**src/rtl/mem_port_arbiter.sv**
```systemverilog
`default_nettype none
// ============================================================================
// Module      : mem_port_arbiter
// Description : Round-robin sharing of one single-port data RAM between the
//               CPU and a secondary (DMA/loader) requester.
// Revision    : 1.0 - initial release
// ============================================================================
module mem_port_arbiter #(
    parameter int ADDR_W = 32,
    parameter int DATA_W = 32,
    parameter int RD_LAT = 1
) (
    input  logic              clk,
    input  logic              rst,
    input  logic              cpu_req,
    input  logic              cpu_we,
    input  logic [ADDR_W-1:0] cpu_addr,
    input  logic [DATA_W-1:0] cpu_wdata,
    output logic [DATA_W-1:0] cpu_rdata,
    output logic              cpu_ready,
    input  logic              dma_req,
    input  logic              dma_we,
    input  logic [ADDR_W-1:0] dma_addr,
    input  logic [DATA_W-1:0] dma_wdata,
    output logic [DATA_W-1:0] dma_rdata,
    output logic              dma_ready,
    output logic [ADDR_W-1:0] ram_addr,
    output logic [DATA_W-1:0] ram_din,
    output logic              ram_we,
    input  logic [DATA_W-1:0] ram_dout,
    output logic              busy,
    output logic              grant
);

    localparam int         c_CNT_W = 2;
    localparam logic [1:0] S_IDLE  = 2'd0;
    localparam logic [1:0] S_ISSUE = 2'd1;
    localparam logic [1:0] S_WAIT  = 2'd2;
    localparam logic [1:0] S_RESP  = 2'd3;

    logic [1:0]         r_state;
    logic [c_CNT_W-1:0] r_cnt;
    logic               r_we_flag;
    logic               r_last_grant;
    logic               r_grant;
    logic               r_busy;
    logic [ADDR_W-1:0]  r_ram_addr;
    logic [DATA_W-1:0]  r_ram_din;
    logic               r_ram_we;
    logic [DATA_W-1:0]  r_cpu_rdata;
    logic [DATA_W-1:0]  r_dma_rdata;
    logic               r_cpu_ready;
    logic               r_dma_ready;

    // Secondary wins when it is the only requester, or on a tie when the CPU
    // owned the port last.
    logic w_win_dma;
    assign w_win_dma = dma_req & (~cpu_req | ~r_last_grant);

    always_ff @(posedge clk) begin
        if (rst) begin
            r_state      <= S_IDLE;
            r_cnt        <= '0;
            r_we_flag    <= 1'b0;
            r_last_grant <= 1'b1;
            r_grant      <= 1'b1;
            r_busy       <= 1'b0;
            r_ram_addr   <= '0;
            r_ram_din    <= '0;
            r_ram_we     <= 1'b0;
            r_cpu_rdata  <= '0;
            r_dma_rdata  <= '0;
            r_cpu_ready  <= 1'b0;
            r_dma_ready  <= 1'b0;
        end else begin
            r_cpu_ready <= 1'b0;
            r_dma_ready <= 1'b0;
            r_ram_we    <= 1'b0;
            case (r_state)
                S_IDLE: begin
                    if (cpu_req || dma_req) begin
                        r_grant    <= w_win_dma;
                        r_ram_addr <= w_win_dma ? dma_addr  : cpu_addr;
                        r_ram_din  <= w_win_dma ? dma_wdata : cpu_wdata;
                        r_we_flag  <= w_win_dma ? dma_we    : cpu_we;
                        r_ram_we   <= w_win_dma ? dma_we    : cpu_we;
                        r_busy     <= 1'b1;
                        r_state    <= S_ISSUE;
                    end
                end
                S_ISSUE: begin
                    if (r_we_flag) begin
                        r_cpu_ready <= ~r_grant;
                        r_dma_ready <= r_grant;
                        r_state     <= S_RESP;
                    end else begin
                        r_cnt   <= c_CNT_W'(RD_LAT - 1);
                        r_state <= S_WAIT;
                    end
                end
                S_WAIT: begin
                    if (r_cnt == '0) begin
                        if (r_grant) begin
                            r_dma_rdata <= ram_dout;
                        end else begin
                            r_cpu_rdata <= ram_dout;
                        end
                        r_cpu_ready <= ~r_grant;
                        r_dma_ready <= r_grant;
                        r_state     <= S_RESP;
                    end else begin
                        r_cnt <= r_cnt - 1'b1;
                    end
                end
                S_RESP: begin
                    r_last_grant <= r_grant;
                    r_busy       <= 1'b0;
                    r_state      <= S_IDLE;
                end
                default: begin
                    r_state <= S_IDLE;
                end
            endcase
        end
    end

    assign cpu_rdata = r_cpu_rdata;
    assign dma_rdata = r_dma_rdata;
    assign cpu_ready = r_cpu_ready;
    assign dma_ready = r_dma_ready;
    assign ram_addr  = r_ram_addr;
    assign ram_din   = r_ram_din;
    assign ram_we    = r_ram_we;
    assign busy      = r_busy;
    assign grant     = r_grant;

endmodule
`default_nettype wire

```
**config.mk**
```make
export PLATFORM = sky130hd
export DESIGN_NAME = mem_port_arbiter
export DESIGN_NICKNAME = d
export VERILOG_FILES = /design/src/rtl/mem_port_arbiter.sv
export SDC_FILE = /design/constraint.sdc
export NUM_CORES = 1
export LEC_CHECK = 0
export ABC_AREA = 0
export CAP_MARGIN = 20
export CORE_MARGIN = 3
export CORE_UTILIZATION = 40
export DETAILED_ROUTE_END_ITERATION = 10
export PLACE_DENSITY = 0.9
export SLEW_MARGIN = 20
export SYNTH_ARGS = -nofsm -noshare
export SYNTH_HDL_FRONTEND = slang
export SYNTH_SLANG_ARGS = --single-unit
```
**constraint.sdc**
```tcl
create_clock -name clk -period 1.9 [get_ports clk]
set_input_delay 0.57 -clock clk [delete_from_list [all_inputs] [get_ports clk]]
set_output_delay 0.57 -clock clk [all_outputs]
set_load 0.005 [all_outputs]
```
# After elaboration in Yosys (flattened, before gate mapping)
# Index checks and enable logic that the tools add are counted.
# word_totals
ff_bits,139
elab_cells,58
output_inout_bits,133
# op_classes
reduce_logical,12
addsub,1
mux,18
bitwise_logic,7
eq_ne,7
# op_table
operator,count
$mux W32,2
$reduce_and A3 Y1,3
$mux W2,4
$ne A2 B2 Y1 const B,4
$pmux W2 S4,1
$mux W1,7
$pmux W1 S2,3
$reduce_and A2 Y1,3
$not A1 Y1,5
$eq A2 B2 Y1 const B,2
$logic_not A2 Y1,2
$pmux W2 S2,1
$reduce_bool A2 Y1,2
$reduce_or A3 Y1,1
$eq A2 B1 Y1 const B,1
$sub A2 B1 Y2 const B,1
$and A1 B1 Y1,1
$logic_or A1 B1 Y1,1
$or A1 B1 Y1,1

# Logic depth before layout (Yosys ltp)
# Gate-level depths: netlist (run 1).
# depth
word_depth,4
depth_mapped,7
ltp_nobuf,5

# Least setup slack after synthesis (run 1)
# Ideal clock, no wire load.
# synth_path
path_kind,register to register
from,register r_state[0]
to,register r_cnt[1]
path_slack_ps,345
t_arrival_ps,1485
stages_incl_launch_ff,6
n_path_buf,0
cell_sequence,dfxtp_1 inv_1 ha_1 a22o_1 or4b_1 a21oi_1
# synth_via
elab_chain_len,3
# synth_lines
item,line,rtl
"start, declared",41,logic [1:0] r_state;
"start signal, assigned",62,r_state <= S_IDLE;
"start signal, assigned",88,r_state <= S_ISSUE;
"start signal, assigned",95,r_state <= S_RESP;
$eq A2 B2 Y1 / $eq A2 B1 Y1 (equally long branches),79,case (r_state)
$ne A2 B2 Y1 (no line) / $reduce_bool A2 Y1 (equally long branches),n/a,
$reduce_and A3 Y1 (no line),n/a,
"end signal, assigned",97,r_cnt <= c_CNT_W'(RD_LAT - 1);
"end signal, assigned",112,r_cnt <= r_cnt - 1'b1;
"end, declared",42,logic [c_CNT_W-1:0] r_cnt;
# Parallel ways exist; a longest one is shown, timed or not.
# A chain may end at the register's enable or synchronous reset.

# Worst setup path after layout (run 1)
# layout_path
from,register r_ram_din[0] (netlist: ram_din[0])
to,output ram_din[0]
# layout_rtl
item,line,rtl
"start, declared",48,logic [DATA_W-1:0] r_ram_din;
"start signal, assigned",84,r_ram_din <= w_win_dma ? dma_wdata : cpu_wdata;
"end, declared",28,"output logic [DATA_W-1:0] ram_din,"
# No word-level cell between the ends.

==> results.json, run 1 <==
{
  "status": "complete, no violations",
  "relSlewSlack": 0.673,
  "cpPeakStageDelay_ps": 540,
  "min_to": "dma_rdata[21]$_SDFFE_PP0P_",
  "cts.sinks": 139,
  "cp-end-kind": "output port",
  "finClkSkew_ps": 11.9,
  "num_rows": 43,
  "nNetsFinal": 1157,
  "syn_area_per_cell_um2": 8.25,
  "startpoint_type": "register",
  "rsz0062_at_grt": "no",
  "p_leak_nw": 4.00,
  "start_util": 0.411,
  "finalMaxSlewViolations": 0,
  "clock_path_buffers": 2,
  "multi_input_area_um2": 2690,
  "grt_pass1_vias": 6143,
  "core-area_um2": 14000,
  "holdPathStages": 2,
  "max_cap_violations": 0,
  "r2r_slack_ps": 160,
  "period_share": 0.983,
  "synth-compound-area-share": 0.257,
  "area.sequential_um2": 2790,
  "postCtsSetupBuffers": 0,
  "syn_inst": 696,
  "syn_area_um2": 5740,
  "synth_fa_ha_area_frac": 0.0174,
  "layout_min_cycle_time_ps": 1870,
  "drc": 0,
  "die_w_um": 126,
  "vias": 6063,
  "portBuffers": 298,
  "ys_seq_area_frac": 0.484,
  "layout_common_cells": "clkdlybuf4s50_1 (270), nand2_1 (194), dfxtp_1 (134)",
  "insertion_delay_ps": 420,
  "antenna_left": 0,
  "area_delta_synth_final_pct": 69.5,
  "grt_overflow": 0,
  "min_from": "dma_rdata[21]$_SDFFE_PP0P_",
  "cts_root_buffer": "clkbuf_16",
  "crit_buf_inv": 1,
  "antennaDiodeCount": 0,
  "syn_nets": 870,
  "io_pins": 299,
  "irDropWorstVdd_mv": 0.794,
  "worstPathRequired_ps": 1330,
  "cts_made_buffers": 17,
  "worstReg2RegEnd": "ram_din[15]$_SDFFE_PP0P_",
  "antenna_found_initial": 0,
  "fp.dieH_um": 126,
  "wl_um": 19600,
  "htree_levels": 4,
  "powerDensity_nw_per_um2": 1280,
  "rr_worst_depth": 6,
  "synth-simple-area-share": 0.187,
  "hold_path.class": "register to register",
  "grt_start_max_net_pins": 44,
  "max_freq_mhz": 535,
  "tritoncts": "yes",
  "finish.utilization": 0.696,
  "synth-seq-cells": 139,
  "crit_chain": "clkdlybuf4s50_1",
  "fillers": 1063,
  "cp_top_family": "buffers and inverters",
  "arrival_ps": 1300,
  "wl_per_cell_um": 16.7,
  "synthMuxAreaShare": 0.00349,
  "worstSetupPathType": "register to output port",
  "synth_top_family_by_area": "compound AO/OA/AOI/OAI gates",
  "hold_violations": 0,
  "dr.pass1.iters": 4,
  "hpwl_um": 14000,
  "grt_usage": 0.243,
  "grt_pass1_wl_um": 31100,
  "clkTransAtPathRegs_ps": 60,
  "drt_iter0_drc": 349,
  "critPathSlowestCell": "clkdlybuf4s50_1",
  "ys_warn_count": 0,
  "drive_above_1_share": 0.110,
  "fin_total_pwr_mw": 12.5,
  "synthXorXnorAreaFrac": 0,
  "crit_fanout": 2,
  "worstMarginPinSlew_ps": 491,
  "place.gp.congestion": 0.891,
  "layout_commonest_cell": "clkdlybuf4s50_1",
  "ys_types": 35,
  "vias_per_cell": 5.16,
  "startpoint": "ram_din[0]$_SDFFE_PP0P_",
  "die_area_um2": 15800,
  "rr_startpoint": "r_state[0]$_SDFFE_PP0P_",
  "finalSetupViolations": 0
}
[what timing repair did]
item | CTS | global route
hold buffers | 0 | 0
cloned | 0 | 0
resized for setup | 3 | 29
setup endpoints to repair | 3 | 29
[cell type report]
| cell class | instances | share of cell area |
|---|---|---|
| clock inverter | 15 | 0.0218 |
| inverter | 4 | 0.00154 |
| tap | 180 | 0.0231 |
| sequential | 139 | 0.286 |
| timing repair buffer | 325 | 0.348 |
| clock buffer | 17 | 0.0437 |
| multi-input combinational | 496 | 0.276 |
[worst max-delay path by stage]
stage / end / cells after the start
5_1_grt: dma_rdata[24] / 1
6_report: ram_din[0] / 1
2_1_floorplan: r_cnt[1]$_SDFFE_PP0P_ / 5
3_3_place_gp: ram_din[11]$_SDFFE_PP0P_ / 5
3_5_place_dp: ram_din[12]$_SDFFE_PP0P_ / 5
4_1_cts: dma_rdata[11] / 1
[metrics by stage]
stage	setup slack, ps	hold WS (ps)	std cells	instance area (um2)	TNS (ps)
after floorplan	345	450	696	5740	0
after global placement	-176	441	1144	9030	-8540
after detailed placement	-239	445	1144	9030	-11860
after CTS	3.95	454	1176	9670	0
after global routing	0.163	476	1176	9740	0
final	32.4	453	1176	9740	0
[state kept, by name, summed over array words and instances, names as in the netlist]
| signal | count |
|---|---|
| busy | 1 |
| cpu_rdata | 32 |
| cpu_ready | 1 |
| dma_rdata | 32 |
| dma_ready | 1 |
| grant | 1 |
| r_cnt | 2 |
| r_last_grant | 1 |
| r_state | 2 |
| r_we_flag | 1 |
| ram_addr | 32 |
| ram_din | 32 |
| ram_we | 1 |
[layer usage]
metal  share of wire  wire (um)  track usage  up-vias
met5               0          0            0        -
met4           0.033        650        0.103        0
met3           0.078       1530       0.0835       53
met2            0.51      10000        0.424      266
met1            0.38       7430        0.270     2817
li1                -          -            -     2927
[cells by family after synthesis]
| family | count (synthesis) |
|---|---|
| AO/OA/AOI/OAI | 211 |
| adder cells (fa/ha/maj) | 8 |
| buffers and inverters | 61 |
| flip-flops | 139 |
| multiplexers | 2 |
| AND/OR/NAND/NOR | 275 |
[cell usage after synthesis]
cell type  number  area (um2)
o32ai_1         1        8.76
buf_6           1        11.3
buf_2          18        90.1
o21ai_2         1        8.76
and3_1          1        6.26
a311oi_1        1        8.76
a21boi_2        1        11.3
nand2_1       194         728
mux2i_1         2        20.0
dfxtp_1       139        2780
nor3_1          1        5.00
o21ai_0         2        10.0
ha_1            8         100
a21oi_1       131         656
and3b_1         1        8.76
inv_1           4        15.0
nor2_1         68         255
a21bo_1         1        10.0
a211oi_1       25         188
nand3_1         1        5.00
a21boi_0        1        7.51
a211oi_2       41         513
a221o_1         1        10.0
nand3b_1        1        7.51
buf_4           9        67.6
nor3b_1         1        7.51
a22o_1          1        8.76
a211o_1         2        17.5
o21a_1          1        7.51
buf_1           3        11.3
nand2b_1        3        18.8
or4b_1          2        20.0
nor2b_1         2        12.5
a221oi_1        1        8.76
clkbuf_1       26        97.6
[power by group]
part           internal [mW]  switching, mW
Combinational           2.55           2.25
Sequential              3.69          0.429
Clock                   2.22           1.36
Power figures use the tool's default switching activity.
==> run 2, diff against run 1 <==
--- a/config.mk
+++ b/config.mk
@@ -6,11 +6,12 @@
 export NUM_CORES = 1
 export LEC_CHECK = 0
 export ABC_AREA = 0
-export CAP_MARGIN = 20
+export CAP_MARGIN = 40
 export CORE_MARGIN = 3
 export CORE_UTILIZATION = 40
 export DETAILED_ROUTE_END_ITERATION = 10
 export PLACE_DENSITY = 0.9
+export REMOVE_ABC_BUFFERS = 1
 export SLEW_MARGIN = 20
 export SYNTH_ARGS = -nofsm -noshare
 export SYNTH_HDL_FRONTEND = slang
==> run 2 against run 1 <==
  * Wire length is 1.1% higher
  * Non-clock buffer count is 5 lower
  * Utilization is 0.77 points lower
  * Setup slack better by 2.7 ps
  * Clock power is 5% lower
  * Die area stayed put
  * Via count is 0.56% higher
  * Total power is 1.7% lower
  * Global-route usage is 0.19 points higher
  * Combinational power hardly changed
  * Sequential power hardly changed
  * Critical path depth stayed put
  * Largest power group unchanged
  * Highest routed layer unchanged
==> results.json, run 2 (same netlist as run 1, synthesis figures left out) <==
{
  "fin_total_pwr_mw": 12.3,
  "grt.met1_usage": 0.278,
  "tritoncts": "yes",
  "cts_made_buffers": 17,
  "max_freq_mhz": 536,
  "max_cap_violations": 0,
  "insertion_delay_ps": 420,
  "layout_min_cycle_time_ps": 1860,
  "grt_pass1_vias": 6264,
  "worstMarginPinSlew_ps": 449,
  "fp.dieH_um": 126,
  "drive_above_1_share": 0.102,
  "finalSetupViolations": 0,
  "startpoint_type": "register",
  "top_usage_layer": "met2",
  "place.gp.congestion": 0.925,
  "grt_pass1_wl_um": 31800,
  "grt_usage": 0.245,
  "p_leak_nw": 3.79,
  "use_met2": 0.430,
  "p_comb_frac": 0.389,
  "final_area_um2": 9630,
  "cp-end-kind": "output port",
  "cpPeakStageDelay_ps": 530,
  "fillers": 1026,
  "setup_ws_ps": 35.1,
  "finalMaxSlewViolations": 0,
  "worstSetupPathType": "register to output port",
  "layout_common_cells": "clkdlybuf4s50_1 (282), nand2_1 (194), dfxtp_1 (137)",
  "crit_chain": "clkdlybuf4s50_1",
  "period_share": 0.982,
  "gr-usage-met3": 0.0645,
  "antenna_found_initial": 0,
  "cp_top_family": "buffers and inverters",
  "dp_cells": 1139,
  "worstPathRequired_ps": 1330,
  "clkPwrFrac": 0.276,
  "final_cells": 1170,
  "powerDensity_nw_per_um2": 1280,
  "drt_iter0_drc": 474,
  "finClkSkew_ps": 14.9,
  "crit_fanout": 2,
  "cts_root_buffer": "clkbuf_16",
  "die_w_um": 126,
  "grt_overflow": 0,
  "cts_resized": 4,
  "antennaDiodeCount": 0,
  "cts.hold.buffers_added": 0,
  "dr.pass1.iters": 5,
  "rsz0062_at_grt": "no",
  "clkTransAtPathRegs_ps": 70,
  "critPathSlowestCell": "clkdlybuf4s50_1",
  "htree_levels": 4,
  "dp_slack_ps": -227,
  "hold_violations": 0,
  "crit_buf_inv": 1,
  "area_delta_synth_final_pct": 67.6,
  "p_sw_mw": 3.98,
  "hold_path.class": "register to register",
  "layout_commonest_cell": "clkdlybuf4s50_1",
  "vias_per_cell": 5.21,
  "portBuffers": 298,
  "vias": 6097,
  "holdWs_ps": 451,
  "place_area_um2": 8990,
  "num_rows": 43,
  "relSlewSlack": 0.701,
  "hpwl_um": 13900,
  "core-area_um2": 14000,
  "status": "complete, no violations",
  "wl_per_cell_um": 16.9,
  "clock_path_buffers": 2,
  "internal_power_mw": 8.30,
  "power_frac_seq": 0.336,
  "postCtsSetupBuffers": 0,
  "p_sw_frac": 0.324,
  "start_util": 0.411,
  "grt_start_max_net_pins": 52,
  "cts.sinks": 139,
  "antenna_left": 0,
  "drc": 0,
  "io_pins": 299,
  "wl_um": 19800,
  "nNetsFinal": 1152,
  "arrival_ps": 1290,
  "die_area_um2": 15800,
  "irDropWorstVdd_mv": 0.868
}
==> run 2: cell types whose count changed in the layout (fill, tap and decap cells not counted), sizes merged, moves of 3 or more <==
cell           delta
clkinv            +3
dlymetal6s2s     -12
clkdlybuf4s50    +12
buf               -5
clkinvlp          -3
==> run 2: through the flow <==
| step | setup TNS, ps | util |
|---|---|---|
| floorplan | -35180 | - |
| global placement | -9550 | 0.643 |
| detailed placement | -10250 | 0.643 |
| CTS | 0 | 0.686 |
| global route | 0 | 0.688 |
| finish | 0 | 0.688 |
==> run 2: area by class of cell <==
| class | instances | area, um2 | share of cell area |
|---|---|---|---|
| timing repair buffer | 320 | 3320 | 0.344 |
| sequential | 139 | 2790 | 0.290 |
| multi-input combinational | 496 | 2690 | 0.279 |
| clock buffer | 18 | 429 | 0.0446 |
| tap | 180 | 225 | 0.0234 |
| clock inverter | 13 | 168 | 0.0174 |
| inverter | 4 | 15.0 | 0.00156 |
==> run 2: power by group through the flow <==
| stage | Combinational (mW) | Clock (mW) | Sequential [mW] |
|---|---|---|---|
| floorplan | 2.03 | 0 | 4.19 |
| global placement | 4.65 | 0 | 4.13 |
| detailed placement | 4.75 | 0 | 4.17 |
| CTS | 4.80 | 3.43 | 4.12 |
| global route | 5.18 | 3.57 | 4.22 |
| finish | 4.77 | 3.39 | 4.12 |
==> run 2: layer usage <==
| layer | wire length (um) | share of wire |
|---|---|---|
| met5 | 0 | 0 |
| met2 | 10200 | 0.51 |
| met4 | 817 | 0.041 |
| met3 | 1280 | 0.064 |
| met1 | 7540 | 0.38 |
==> run 2: final timing paths <==
path | cells after the start | slack (ps) | start | end
hold / removal | 2 | 450 | dma_rdata[6]$_SDFFE_PP0P_ | dma_rdata[6]$_SDFFE_PP0P_
setup / recovery | 1 | 40 | ram_addr[31]$_SDFFE_PP0P_ | ram_addr[31]
setup reg to reg | 5 | 200 | r_state[0]$_SDFFE_PP0P_ | r_cnt[1]$_SDFFE_PP0P_
hold reg to reg | 2 | 450 | dma_rdata[6]$_SDFFE_PP0P_ | dma_rdata[6]$_SDFFE_PP0P_
